===== src/rtl/level_sequence_checker_pkg.sv =====
// Shared definitions for the level sequence checker: FSM state encoding,
// the blank display code and the LFSR feedback taps.
package level_sequence_checker_pkg;

    typedef enum logic [2:0] {
        IDLE    = 3'd0,
        GEN     = 3'd1,
        SHOW    = 3'd2,
        GAP     = 3'd3,
        WAIT_IN = 3'd4
    } state_t;

    localparam logic [3:0] BLANK_DIGIT = 4'hF;

    // x^16 + x^14 + x^13 + x^11 + 1, as a mask over bits [15:0]
    localparam logic [15:0] LFSR_TAP_MASK = 16'hB400;

    function automatic logic [3:0] digit_mod10(input logic [3:0] v);
        return (v >= 4'd10) ? (v - 4'd10) : v;
    endfunction

endpackage


===== src/rtl/level_sequence_checker_lfsr.sv =====
// Free-running 16-bit Fibonacci LFSR with a 0..9 digit derived from its low nibble.
module seq_lfsr
    import level_sequence_checker_pkg::*;
#(
    parameter logic [15:0] SEED = 16'hACE1
) (
    input  logic       clk,
    input  logic       rst_n,
    output logic [3:0] digit_o
);

    logic [15:0] lfsr_q;
    logic [15:0] lfsr_d;

    always_comb begin
        lfsr_d = {lfsr_q[14:0], ^(lfsr_q & LFSR_TAP_MASK)};
    end

    always_ff @(posedge clk or negedge rst_n) begin
        if (!rst_n) begin
            lfsr_q <= SEED;
        end else begin
            lfsr_q <= lfsr_d;
        end
    end

    assign digit_o = digit_mod10(lfsr_q[3:0]);

endmodule


===== config.mk =====
export PLATFORM = sky130hd
export DESIGN_NAME = seq_lfsr
export DESIGN_NICKNAME = d
export VERILOG_FILES = /design/src/rtl/level_sequence_checker_pkg.sv /design/src/rtl/level_sequence_checker_lfsr.sv
export SDC_FILE = /design/constraint.sdc
export NUM_CORES = 1
export LEC_CHECK = 0
export CAP_MARGIN = 20
export CORE_AREA = 2 2 39 41
export CTS_CLUSTER_DIAMETER = 150
export CTS_CLUSTER_SIZE = 14
export DETAILED_ROUTE_END_ITERATION = 12
export DIE_AREA = 0 0 41 43
export MAX_ROUTING_LAYER = met4
export PLACE_DENSITY_LB_ADDON = 0.15
export SLEW_MARGIN = 20
export SYNTH_ARGS = -nofsm -noshare
export SYNTH_HDL_FRONTEND = slang
export SYNTH_SLANG_ARGS = --single-unit

===== constraint.sdc =====
create_clock -name clk -period 1.2 [get_ports clk]
set_input_delay 0.12 -clock clk [delete_from_list [all_inputs] [get_ports clk]]
set_output_delay 0.12 -clock clk [all_outputs]
set_load 0.05 [all_outputs]

Yosys cells after proc, flatten, opt, wreduce, memory -nomap -nowiden
Index checks and enable logic that the tools add are counted.

Add/sub/neg operators: 1. Magnitude comparators: 1. Multiplexer cells: 1. Reductions and logical operators: 1.

Operators by type and width (count): XOR reduction 16 bit (1); >= comparator 4 bit, second input constant (1); 2-to-1 mux 4 bit (1); subtractor 4 bit, second input constant (1).

Register bits: 16. Word-level logic and storage cells: 5.

Longest topological paths before layout
Depth after elaboration: 2. Gate-level depth with buffers: 3.

Least setup slack after synthesis
OpenSTA, ideal clock, no wires.

Path type: flip-flop to output port. Start point: register lfsr_q[1]. End point: output digit_o[1]. Arrival time: 1.525 ns. Required time: 1.080 ns. Path slack: -0.445 ns. Stages on the path, launching flop included: 3. Path buffers: 0. Cell sequence: dfrtp_1 inv_1 o21ai_0.

Cells in the longest elaborated chain, start to end: 2. Elaborated cells between the ends (all ways): 3.

Ends and longest elaborated chain: start, declared (RTL line level_sequence_checker_lfsr.sv:12) `logic [15:0] lfsr_q;`; start signal, assigned (RTL line level_sequence_checker_lfsr.sv:23) `lfsr_q <= lfsr_d;`; subtractor 4 bit / >= comparator 4 bit (equally long branches) (RTL line level_sequence_checker_pkg.sv:19) `return (v >= 4'd10) ? (v - 4'd10) : v;`; 2-to-1 mux 4 bit (*) (RTL line level_sequence_checker_pkg.sv:19); end, declared (RTL line level_sequence_checker_lfsr.sv:9) `output logic [3:0] digit_o`.

Mark *: on every way between the ends. The rest lies on a longest branch, timed or not.

Worst setup path after layout
Start point: register lfsr_q[1]. End point: output digit_o[2].

Same word-level chain as after synthesis.

==> out/results.ini <==
[status]
status=finished, violations left
violations=negative setup slack

[route]
via_per_inst=4.263
first_pass_iters=1
drt-total-wl_um=658
wl_per_cell_um=11.54
drc=0
antenna_left=0
drtIter0Drc=0
vias=243

[min_path]
holdCritPathClass=in -> async

[timing]
setup_viol=3
worst_pin_slew_ns=0.2912
holdWs_ns=0.1537
finalHoldViolations=0
setup_slack_ns=-0.1661
period_needed_ns=1.366
max_freq_ghz=0.7320
rsz0062_at_grt=yes
period_share_pct=113.8
fin_skew_ns=0.0007998
slew_violations=0
slew-limit-headroom_pct=80.59

[cells_and_area]
layout.nets=45
largest_reg_flops=16
area_growth_pct=40.95
diodes=0
instances_no_fill=57
regMostFlops=lfsr_q
drive_gt1_share_pct=63.41
finish.instance_area_um2=701.9
final_util_pct=50.72
reg_top3=lfsr_q x16

[run]
cap_violations=0

[worst_setup_path]
ff2ff_path_depth=2
crit_path_end_kind=primary output
cp_data_arrival_time_ns=1.25
reg2reg_slack_ns=0.26
r2r_start=lfsr_q[10]$_DFF_PN1_
max_stage_delay_ns=0.40
path_cells=inv_2, ha_4, a21oi_4, buf_12
crit_path_top_delay_cell=dfrtp_1
critPathLaunchType=register
cp_max_fo=2
crit_required_ns=1.08
worstSetupPathType=reg -> out
r2r_end=lfsr_q[0]$_DFF_PN1_

[power]
swShare_pct=17.34
power.leakage_nw=0.3069
powerDensity_mw_per_mm2=1257
p_sw_mw=0.1530
pwr-share-clk_pct=37.2
comb_power_share_pct=1.6
seqPwrFrac_pct=61.2
p_int_mw=0.7294
ir_drop_mv=0.8007

[yosys]
synth-seq-cells=16
syn_nets=32
syn_area_um2=498.0
synth_cell_types=12
synth_edf_count=0
yosys.area.top_type_share_pct=42.21
synthTopCellsByArea=dfstp_2 (42%), dfrtp_1 (40%), xnor2_1 (3.5%)
synthTopCellsByCount=dfrtp_1 (8), dfstp_2 (8), a21oi_1 (2), inv_1 (2), xnor2_1 (2)
ys_warn_count=0
synthCells=29
yosysTopAreaCell=dfstp_2
syn_avg_cell_area_um2=17.17
synthArstFlopShare_pct=100.0
synth_ff_type=dfstp_2
ys_seq_area_share_pct=82.41

[floorplan]
dieArea_mm2=0.001763
start_util_pct=35.99
die_h_um=43
io_pins=6
die_width_um=41
core-area_mm2=0.001384
rows=14

[cts]
cts.sinks=16
clk_path_buf_depth=2
path_clk_slew_ns=0.08
cts_tree=yes
clkLatencyLatePin_ns=0.27
root_buffer=clkbuf_4
numCtsBuffers=3
htreeDepth=1

[global_routing]
grt.busiest_layer=met1
antenna_found_initial=0
use_met2_pct=13.13
grt_pass1_wl_um=1214
grt_pass1_vias=267
grt_overflow=0
use_met3_pct=5.236
track_usage_pct=11.22
grt_max_degree=17
met1_usage_pct=15.85

[place]
port_buffers=5
placed_area_um2=643.1
gp_congestion=0.5956
dp.cells=51

-- layer usage --
layer	wire, um	up-vias
li1	-	114
met4	4	0
met2	303	6
met5	0	-
met3	38	2
met1	312	121
-- timing repair --
action	CTS	global route
resized for setup	3	1
setup endpoints to repair	3	3
hold buffers	0	0
pin swaps	0	0
setup buffers	2	0
-- how the worst max path moves through the flow --
| stage | startpoint | to | depth (start not counted) |
|---|---|---|---|
| final | lfsr_q[1]$_DFF_PN0_ | digit_o[2] | 4 |
| after global routing | lfsr_q[1]$_DFF_PN0_ | digit_o[2] | 4 |
| after CTS | lfsr_q[1]$_DFF_PN0_ | digit_o[1] | 4 |
| after detailed placement | lfsr_q[1]$_DFF_PN0_ | digit_o[2] | 4 |
| after global placement | lfsr_q[2]$_DFF_PN0_ | digit_o[2] | 4 |
| after floorplan | lfsr_q[1]$_DFF_PN0_ | digit_o[3] | 3 |
-- worst max-delay path: cells and delay by family (launching register included) --
| family | cells | cell delay (ns) |
|---|---|---|
| AOI/OAI and AO/OA | 1 | 0.14 |
| adders and majority gates | 1 | 0.20 |
| buffers and inverters | 2 | 0.23 |
| DFF | 1 | 0.40 |
-- metrics by stage --
| step | setup TNS (ns) | setup slack [ns] | power [mW] |
|---|---|---|---|
| after floorplan | 0 | 0.02551 | 0.5498 |
| after global placement | 0 | 0.1012 | 0.5644 |
| after detailed placement | 0 | 0.08113 | 0.5649 |
| after CTS | -0.5133 | -0.1812 | 0.9002 |
| after global routing | -0.6878 | -0.2374 | 0.9259 |
| final | -0.4596 | -0.1661 | 0.8824 |
-- logic make-up (layout without fill, tap and decap cells) --
family          count (synthesis)  in the layout  synth area share, %
buf+inv                         3             15                3.016
compound gates                  4              4                4.522
fa+ha+maj                       1              1                2.512
flops                          16             16                82.41
simple gates                    2              2                2.261
xor+xnor                        3              3                5.277
-- power by group through the flow --
stage	clock network [mW]	registers [mW]	logic (mW)
final	0.328	0.540	0.0141
after global routing	0.369	0.540	0.0168
after CTS	0.345	0.540	0.0154
after detailed placement	0	0.550	0.0152
after global placement	0	0.550	0.0147
after floorplan	0	0.550	0.0000000387
-- cells in the final DEF (no fill, tap or decap), drive strengths merged --
| cell type | count |
|---|---|
| ha | 1 |
| clkdlybuf4s50 | 1 |
| o21ai | 1 |
| buf | 8 |
| dfrtp | 8 |
| nor2 | 1 |
| xnor2 | 2 |
| inv | 2 |
| clkbuf | 4 |
| a21oi | 2 |
| xor2 | 1 |
| o21a | 1 |
| nand3b | 1 |
| dfstp | 8 |
-- area by class of cell --
class | instances | area (um2)
tap | 16 | 20.02
clock buffer | 4 | 36.28
multi-input combinational | 10 | 103.9
sequential | 16 | 410.4
inverter | 2 | 7.507
fill | 119 | 681.9
timing repair buffer | 9 | 123.9
Note: power is estimated with default switching activity, not from simulation.
